<file path="config.mk">
export PLATFORM = sky130hd
export DESIGN_NAME = fp_subtractor_flat
export DESIGN_NICKNAME = d
export VERILOG_FILES = /design/src/rtl/fp_subtractor_if.sv /design/src/rtl/fp_subtractor.sv /design/src/flat_wrapper.sv
export SDC_FILE = /design/constraint.sdc
export NUM_CORES = 1
export LEC_CHECK = 0
export CAP_MARGIN = 20
export CORE_MARGIN = 2
export CORE_UTILIZATION = 43
export CTS_BUF_LIST = sky130_fd_sc_hd__clkbuf_4 sky130_fd_sc_hd__clkbuf_8 sky130_fd_sc_hd__clkbuf_16
export DETAILED_ROUTE_END_ITERATION = 8
export GPL_TIMING_DRIVEN = 0
export SYNTH_ARGS = -nofsm -noshare
export SYNTH_HDL_FRONTEND = slang
export SYNTH_SLANG_ARGS = --single-unit
</file>
<file path="constraint.sdc">
create_clock -name clk -period 8.78 [get_ports clk]
set_input_delay 1.756 -clock clk [delete_from_list [all_inputs] [get_ports clk]]
set_output_delay 1.756 -clock clk [all_outputs]
set_load 0.01 [all_outputs]
</file>
<file path="src/rtl/fp_subtractor_if.sv">
// Operand/result handshake bundle for the single-precision subtractor.
// The master drives operands and accepts results; the slave is the datapath.
interface fp_subtractor_if;
    logic [31:0] a;
    logic [31:0] b;
    logic        in_valid;
    logic        in_ready;
    logic [31:0] res;
    logic        out_valid;
    logic        out_ready;

    modport master (
        output a, b, in_valid, out_ready,
        input  in_ready, res, out_valid
    );

    modport slave (
        input  a, b, in_valid, out_ready,
        output in_ready, res, out_valid
    );
endinterface

</file>
<file path="src/rtl/fp_subtractor.sv">
// Multi-cycle IEEE-754 single-precision a - b with round-to-nearest-even.
// Denormal inputs read as zero; fixed latency regardless of operand class.
module fp_subtractor (
    input  logic              clk,
    input  logic              rst,
    fp_subtractor_if.slave    bus
);

    typedef enum logic [2:0] {IDLE, ALIGN, ADD, NORM, ROUND, DONE} state_t;

    state_t             state_q, state_d;
    logic [31:0]        a_q, a_d, b_q, b_d;
    logic               sign_q, sign_d;
    logic               sub_q, sub_d;
    logic signed [9:0]  exp_q, exp_d;
    logic [27:0]        mag_q, mag_d;
    logic [26:0]        sm_q, sm_d;
    logic               spec_q, spec_d;
    logic [31:0]        spec_val_q, spec_val_d;
    logic [31:0]        res_q, res_d;
    logic               in_ready_q, in_ready_d;
    logic               out_valid_q, out_valid_d;

    logic               a_zero, b_zero, a_nan, b_nan, a_inf, b_inf;
    logic               bn_sign, swap, l_sign;
    logic [30:0]        a_key, b_key;
    logic [23:0]        sig_a, sig_b, l_sig, s_sig;
    logic [7:0]         l_exp, s_exp, shift_amt;
    logic [49:0]        wide;
    logic [26:0]        aligned;
    logic               al_spec;
    logic [31:0]        al_spec_val;

    logic [4:0]         lz;
    logic [26:0]        norm_sig;
    logic signed [9:0]  norm_exp;

    logic               rnd_inc;
    logic [24:0]        mant;
    logic signed [9:0]  rnd_exp;
    logic [22:0]        rnd_frac;
    logic [31:0]        rnd_res;

    function automatic logic [4:0] lzc27(input logic [26:0] v);
        logic [4:0] n;
        logic       found;
        n     = 5'd27;
        found = 1'b0;
        for (int i = 26; i >= 0; i--) begin
            if (!found && v[i]) begin
                n     = 5'(26 - i);
                found = 1'b1;
            end
        end
        return n;
    endfunction

    assign a_zero  = (a_q[30:23] == 8'h00);
    assign b_zero  = (b_q[30:23] == 8'h00);
    assign a_nan   = (a_q[30:23] == 8'hFF) && (a_q[22:0] != 23'd0);
    assign b_nan   = (b_q[30:23] == 8'hFF) && (b_q[22:0] != 23'd0);
    assign a_inf   = (a_q[30:23] == 8'hFF) && (a_q[22:0] == 23'd0);
    assign b_inf   = (b_q[30:23] == 8'hFF) && (b_q[22:0] == 23'd0);
    assign bn_sign = ~b_q[31];

    // Denormal fractions are masked so they compare and behave as zero.
    assign a_key = {a_q[30:23], a_zero ? 23'd0 : a_q[22:0]};
    assign b_key = {b_q[30:23], b_zero ? 23'd0 : b_q[22:0]};
    assign sig_a = a_zero ? 24'd0 : {1'b1, a_q[22:0]};
    assign sig_b = b_zero ? 24'd0 : {1'b1, b_q[22:0]};
    assign swap  = (b_key > a_key);

    assign l_sign    = swap ? bn_sign : a_q[31];
    assign l_exp     = swap ? b_q[30:23] : a_q[30:23];
    assign s_exp     = swap ? a_q[30:23] : b_q[30:23];
    assign l_sig     = swap ? sig_b : sig_a;
    assign s_sig     = swap ? sig_a : sig_b;
    assign shift_amt = l_exp - s_exp;
    assign wide      = {s_sig, 26'd0} >> shift_amt;
    assign aligned   = (shift_amt >= 8'd26) ? 27'd0 : {wide[49:24], |wide[23:0]};

    always_comb begin
        al_spec     = 1'b1;
        al_spec_val = 32'h7FC00000;
        if (a_nan || b_nan) begin
            al_spec_val = 32'h7FC00000;
        end else if (a_inf && b_inf) begin
            al_spec_val = (a_q[31] == b_q[31]) ? 32'h7FC00000 : a_q;
        end else if (a_inf) begin
            al_spec_val = a_q;
        end else if (b_inf) begin
            al_spec_val = {bn_sign, 8'hFF, 23'd0};
        end else if (a_zero && b_zero) begin
            al_spec_val = {a_q[31] & bn_sign, 31'd0};
        end else begin
            al_spec = 1'b0;
        end
    end

    assign lz = lzc27(mag_q[26:0]);

    always_comb begin
        norm_sig = mag_q[26:0] << lz;
        norm_exp = exp_q - $signed({5'd0, lz});
        if (mag_q[27]) begin
            norm_sig = {mag_q[27:2], mag_q[1] | mag_q[0]};
            norm_exp = exp_q + 10'sd1;
        end
    end

    // A zero hidden bit after rounding can only mean an exact cancellation.
    assign rnd_inc  = mag_q[2] & (mag_q[1] | mag_q[0] | mag_q[3]);
    assign mant     = {1'b0, mag_q[26:3]} + {24'd0, rnd_inc};
    assign rnd_exp  = exp_q + (mant[24] ? 10'sd1 : 10'sd0);
    assign rnd_frac = mant[24] ? 23'd0 : mant[22:0];

    always_comb begin
        if (spec_q) begin
            rnd_res = spec_val_q;
        end else if (!(mant[24] | mant[23])) begin
            rnd_res = 32'h00000000;
        end else if (rnd_exp <= 10'sd0) begin
            rnd_res = {sign_q, 31'd0};
        end else if (rnd_exp >= 10'sd255) begin
            rnd_res = {sign_q, 8'hFF, 23'd0};
        end else begin
            rnd_res = {sign_q, rnd_exp[7:0], rnd_frac};
        end
    end

    always_comb begin
        state_d    = state_q;
        a_d        = a_q;
        b_d        = b_q;
        sign_d     = sign_q;
        sub_d      = sub_q;
        exp_d      = exp_q;
        mag_d      = mag_q;
        sm_d       = sm_q;
        spec_d     = spec_q;
        spec_val_d = spec_val_q;
        res_d      = res_q;
        case (state_q)
            IDLE: begin
                if (bus.in_valid) begin
                    a_d     = bus.a;
                    b_d     = bus.b;
                    state_d = ALIGN;
                end
            end
            ALIGN: begin
                sign_d     = l_sign;
                sub_d      = a_q[31] ^ bn_sign;
                exp_d      = {2'b00, l_exp};
                mag_d      = {1'b0, l_sig, 3'b000};
                sm_d       = aligned;
                spec_d     = al_spec;
                spec_val_d = al_spec_val;
                state_d    = ADD;
            end
            ADD: begin
                mag_d   = sub_q ? (mag_q - {1'b0, sm_q}) : (mag_q + {1'b0, sm_q});
                state_d = NORM;
            end
            NORM: begin
                mag_d   = {1'b0, norm_sig};
                exp_d   = norm_exp;
                state_d = ROUND;
            end
            ROUND: begin
                res_d   = rnd_res;
                state_d = DONE;
            end
            DONE: begin
                if (bus.out_ready) state_d = IDLE;
            end
            default: state_d = IDLE;
        endcase
        in_ready_d  = (state_d == IDLE);
        out_valid_d = (state_d == DONE);
    end

    always_ff @(posedge clk) begin
        if (rst) begin
            state_q     <= IDLE;
            a_q         <= '0;
            b_q         <= '0;
            sign_q      <= 1'b0;
            sub_q       <= 1'b0;
            exp_q       <= '0;
            mag_q       <= '0;
            sm_q        <= '0;
            spec_q      <= 1'b0;
            spec_val_q  <= '0;
            res_q       <= '0;
            in_ready_q  <= 1'b1;
            out_valid_q <= 1'b0;
        end else begin
            state_q     <= state_d;
            a_q         <= a_d;
            b_q         <= b_d;
            sign_q      <= sign_d;
            sub_q       <= sub_d;
            exp_q       <= exp_d;
            mag_q       <= mag_d;
            sm_q        <= sm_d;
            spec_q      <= spec_d;
            spec_val_q  <= spec_val_d;
            res_q       <= res_d;
            in_ready_q  <= in_ready_d;
            out_valid_q <= out_valid_d;
        end
    end

    assign bus.in_ready  = in_ready_q;
    assign bus.out_valid = out_valid_q;
    assign bus.res       = res_q;

endmodule

</file>
<file path="src/flat_wrapper.sv">
// flat-port wrapper written by rule: the top's interface ports become plain ports
module fp_subtractor_flat 
  (clk, rst, bus_a, bus_b, bus_in_valid, bus_out_ready, bus_in_ready, bus_res, bus_out_valid);
  fp_subtractor_if bus_i ();
  input  logic clk;
  input  logic rst;
  input wire logic [$bits(bus_i.a)-1:0] bus_a;
  input wire logic [$bits(bus_i.b)-1:0] bus_b;
  input wire logic [$bits(bus_i.in_valid)-1:0] bus_in_valid;
  input wire logic [$bits(bus_i.out_ready)-1:0] bus_out_ready;
  output wire logic [$bits(bus_i.in_ready)-1:0] bus_in_ready;
  output wire logic [$bits(bus_i.res)-1:0] bus_res;
  output wire logic [$bits(bus_i.out_valid)-1:0] bus_out_valid;
  assign bus_i.a = bus_a;
  assign bus_i.b = bus_b;
  assign bus_i.in_valid = bus_in_valid;
  assign bus_i.out_ready = bus_out_ready;
  assign bus_in_ready = bus_i.in_ready;
  assign bus_res = bus_i.res;
  assign bus_out_valid = bus_i.out_valid;
  fp_subtractor u_core (.clk(clk), .rst(rst), .bus(bus_i));
endmodule
</file>
==> Implementation_results.wiki <==
{| class="wikitable"
! Metric !! Value
|-
| Floorplan die height || 196.6 um
|-
| Cell type with the largest total area after synthesis || sky130_fd_sc_hd__dfxtp_1
|-
| Timing-limited maximum frequency || 142.3 MHz
|-
| Vias in the first global route || 16531
|-
| Leakage power figure || 6.899 nW
|-
| Fraction of power consumed by sequential logic || 0.192
|-
| Worst R2R Start || u_core.a_q[28]
|-
| Path category of the worst min-delay check || reg2reg
|-
| Final sum of negative setup slack || 0 ns
|-
| Final antenna-violating net count || 0
|-
| Total die area || 0.03864 mm2
|-
| Pin count of the biggest net entering global routing || 15
|-
| Diodes inserted || 0
|-
| Placed instance area || 0.01757 mm2
|-
| Core Rows || 70
|-
| Source-to-sink clock delay at the later pin of the worst-skew pair || 0.55 ns
|-
| Critical path capture point || u_core.sm_q[0]
|-
| Count of unresolved DRC violations after routing || 0
|-
| Synth top area share || 0.2524
|-
| Summed area of non-filler cells in the final layout || 0.01835 mm2
|-
| Largest buffer count on any clock path || 3
|-
| Final routed wire length divided by cell count || 24.81 um
|-
| H-tree lvl count || 1
|-
| Ratio of cells with drive above 1 in the final layout || 0.07036
|-
| CTS tree || yes
|-
| Number of gates given a new drive strength after cts || 0
|-
| Routed WL || 68030 um
|-
| Via density per instance || 6.278
|-
| Total number of clock tree sinks || 201
|-
| Share of the yosys chip area belonging to registers || 0.2524
|-
| Final critical-path required period || 7.028 ns
|-
| Total overflow reported by the global router || 0
|-
| Switching Share || 0.5014
|-
| Kind of capture point of the worst setup path || register
|-
| Seq cells post-synth || 201
|-
| DP HPWL || 55200 um
|-
| DR pass1 iterations || 5
|-
| Count of hold buffers inserted by post-cts repair || 0
|-
| Number of max-cap violations || 0
|-
| Hold Vio Cnt, Final || 0
|-
| Core area || 0.03652 mm2
|-
| Global-route wire length before repair || 102300 um
|-
| Gate Count Post-Synth || 2127
|-
| Power density over the cells || 303.0 mW/mm2
|-
| Synth top area cells || sky130_fd_sc_hd__dfxtp_1 (25%), sky130_fd_sc_hd__nand2_1 (7.8%), sky130_fd_sc_hd__a21oi_1 (6.2%)
|-
| Predominant post-synthesis flop cell || sky130_fd_sc_hd__dfxtp_1
|-
| Synth unique cells || 101
|-
| Cell chosen for the clock root || sky130_fd_sc_hd__clkbuf_16
|-
| Type of the worst setup path || reg2reg
|-
| Post-Synthesis Cell Area || 0.01594 mm2
|-
| Average cell area after synthesis || 7.496 um2
|-
| Post-CTS setup repair buffer count || 0
|-
| Net total in the final layout || 2403
|-
| Cts bufs inserted || 24
|-
| Top-level I/O count || 102
|-
| Net Count, Synth || 2273
|-
| Detailed router's first-iteration violation count || 1507
|-
| Starting Density || 0.4366
|-
| Die width || 196.6 um
|-
| Final Max Slew Viols || 0
|-
| Top-count cell post-synth || sky130_fd_sc_hd__nand2_1
|-
| Total global routing track utilization || 0.3492
|-
| Transition time at the pin with the least slew margin || 0.9672 ns
|-
| Capturing point of the worst reg2reg path || u_core.sm_q[0]
|-
| Quantity of I/O buffers inserted on ports || 100
|-
| Final setup skew || 0.02140 ns
|-
| Final weighted congestion in routability-driven placement || 1.085
|-
| Via count || 17214
|-
| Required time at the worst-slack endpoint || 9.19 ns
|-
| Worst slew margin relative to its limit || 0.3484
|-
| Total setup violations reported at the end of the flow || 0
|-
| Clock network fraction of total power || 0.180
|-
| Signal arrival time at the worst endpoint || 7.43 ns
|-
| Number of enable-type register cells in the synthesized netlist || 0
|-
| Initial antenna violation count || 2
|-
| Peak supply drop || 0.1684 mV
|-
| Combinational share of power || 0.627
|-
| Switching power total || 2.788 mW
|-
| Setup repair after global routing missed its margin || no
|-
| Startpoint of the most critical setup path || u_core.a_q[28]
|-
| Leading cell types by count after synthesis || sky130_fd_sc_hd__nand2_1 (333), sky130_fd_sc_hd__dfxtp_1 (201), sky130_fd_sc_hd__a21oi_1 (197)
|-
| Internal power || 2.772 mW
|-
| Startpoint types || register
|-
| Status || completed
|-
| CTS clock-pin slew for the worst setup and hold paths || 0.07 ns
|-
| Proportion of register bits with asynchronous set or reset after synthesis || 0
|-
| Worst reg2reg path depth || 21
|-
| Period utilisation layout || 0.8005
|-
| Yosys synthesis warning count || 0
|-
| CP Max Fanout || 10
|-
| Reg2reg setup slack || 1.75 ns
|-
| Area growth from synthesis to final layout || 15.09%
|}
[logic make-up (layout without fill, tap and decap cells)]
kind of cell / Yosys count / after routing / share of synthesized area
AND/OR/NAND/NOR: 817 / 817 / 0.2342
AO/OA/AOI/OAI: 606 / 606 / 0.2502
buffers and inverters: 234 / 381 / 0.05972
flip-flops: 201 / 201 / 0.2524
multiplexers: 103 / 103 / 0.09213
XOR/XNOR: 88 / 88 / 0.04928
adder cells (fa/ha/maj): 78 / 78 / 0.06215
[layer usage]
metal	wire length, um	vias to the layer above	track usage
met5	24	-	0
met4	3976	4	0.1734
met3	5239	186	0.06023
met2	31370	816	0.5862
met1	27420	8182	0.4327
li1	-	8026	-
[how the worst min path moves through the flow]
| stage | slack (ns) | cells after the start | end | from |
|---|---|---|---|---|
| after floorplan | 0.43 | 2 | u_core.sign_q | u_core.sign_q |
| after global placement | 0.46 | 1 | u_core.spec_val_q[24] | u_core.spec_val_q[24] |
| after detailed placement | 0.46 | 1 | u_core.spec_val_q[24] | u_core.spec_val_q[24] |
| after CTS | 0.47 | 1 | u_core.spec_val_q[24] | u_core.spec_val_q[24] |
| after global routing | 0.49 | 1 | u_core.spec_val_q[28] | u_core.spec_val_q[28] |
| final | 0.47 | 1 | u_core.spec_val_q[24] | u_core.spec_val_q[24] |
[worst max-delay path, stage by stage (launching register included)]
cell and delay, ns:
sky130_fd_sc_hd__dfxtp_1 0.53, sky130_fd_sc_hd__nor4_1 0.11, sky130_fd_sc_hd__nand2_1 0.32, sky130_fd_sc_hd__clkbuf_1 0.54
sky130_fd_sc_hd__nand2_1 0.21, sky130_fd_sc_hd__ha_1 0.36, sky130_fd_sc_hd__a21oi_1 0.14, sky130_fd_sc_hd__a21oi_1 0.08
sky130_fd_sc_hd__nor3_1 0.56, sky130_fd_sc_hd__o2111ai_1 0.33, sky130_fd_sc_hd__buf_4 0.28, sky130_fd_sc_hd__a21oi_2 0.12
sky130_fd_sc_hd__a22oi_1 0.13, sky130_fd_sc_hd__ha_1 0.38, sky130_fd_sc_hd__inv_2 0.18, sky130_fd_sc_hd__clkbuf_1 0.62
sky130_fd_sc_hd__mux2i_1 0.44, sky130_fd_sc_hd__mux2_2 0.31, sky130_fd_sc_hd__nand2_1 0.07, sky130_fd_sc_hd__a2111oi_0 0.78
sky130_fd_sc_hd__o221a_1 0.32, sky130_fd_sc_hd__o32ai_1 0.07
[cell usage in the layout (no fill, tap or decap), types with 14 or more instances in the layout]
cell type	instances
sky130_fd_sc_hd__buf_2	17
sky130_fd_sc_hd__a211oi_1	52
sky130_fd_sc_hd__ha_1	76
sky130_fd_sc_hd__o22ai_1	15
sky130_fd_sc_hd__mux4_2	33
sky130_fd_sc_hd__nand2_1	333
sky130_fd_sc_hd__nor3_1	54
sky130_fd_sc_hd__nand4_1	20
sky130_fd_sc_hd__nand2b_1	14
sky130_fd_sc_hd__and2_1	18
sky130_fd_sc_hd__a21o_1	17
sky130_fd_sc_hd__a221oi_1	19
sky130_fd_sc_hd__and3_1	42
sky130_fd_sc_hd__a21oi_1	197
sky130_fd_sc_hd__o21ai_0	93
sky130_fd_sc_hd__clkbuf_16	24
sky130_fd_sc_hd__nor4_1	33
sky130_fd_sc_hd__xnor2_1	63
sky130_fd_sc_hd__nor2_1	196
sky130_fd_sc_hd__mux2i_1	50
sky130_fd_sc_hd__a31oi_1	18
sky130_fd_sc_hd__mux2_2	19
sky130_fd_sc_hd__a22oi_1	52
sky130_fd_sc_hd__o211ai_1	16
sky130_fd_sc_hd__clkbuf_1	122
sky130_fd_sc_hd__inv_1	73
sky130_fd_sc_hd__xor2_1	23
sky130_fd_sc_hd__clkdlybuf4s50_1	100
sky130_fd_sc_hd__dfxtp_1	201
sky130_fd_sc_hd__nand3_1	53
[flip-flops by register name, summed over array words and instances (netlist names)]
name,count
u_core.bus.out_valid,1
u_core.b_q,32
u_core.sm_q,27
u_core.a_q,32
u_core.bus.res,32
u_core.sign_q,1
u_core.mag_q,28
u_core.spec_val_q,32
u_core.exp_q,10
u_core.state_q,3
u_core.bus.in_ready,1
u_core.spec_q,1
u_core.sub_q,1
[stage by stage]
stage / utilization / power [mW] / hold slack, ns / worst slack, ns / std cells
2_1_floorplan: - / 3.404 / 0.4316 / 3.563 / 2127
3_3_place_gp: 0.4800 / 4.466 / 0.4564 / 1.899 / 2695
3_5_place_dp: 0.4811 / 4.461 / 0.4611 / 1.853 / 2699
4_1_cts: 0.5024 / 5.474 / 0.4743 / 1.837 / 2742
5_1_grt: 0.5024 / 5.837 / 0.4869 / 1.291 / 2742
6_report: 0.5024 / 5.559 / 0.4710 / 1.752 / 2742
[final cells by class]
| class | count | area, um2 |
|---|---|---|
| plain buffers | 155 | 653.1 |
| clock buffers | 29 | 650.6 |
| clock inverters | 14 | 130.1 |
| fillers | 3689 | 18170 |
| inverters | 79 | 299.0 |
| multi-input cells | 1692 | 10970 |
| flip-flops and latches | 201 | 4024 |
| well taps | 468 | 585.6 |
| repair buffers | 104 | 1035 |
[power groups by stage]
stage / Combinational [mW] / Clock, mW / Sequential (mW)
finish: 3.49 / 1.00 / 1.07
global route: 3.72 / 1.05 / 1.07
CTS: 3.40 / 1.01 / 1.07
detailed placement: 3.38 / 0 / 1.09
global placement: 3.38 / 0 / 1.08
floorplan: 2.35 / 0 / 1.05
Power figures use the tool's default switching activity.
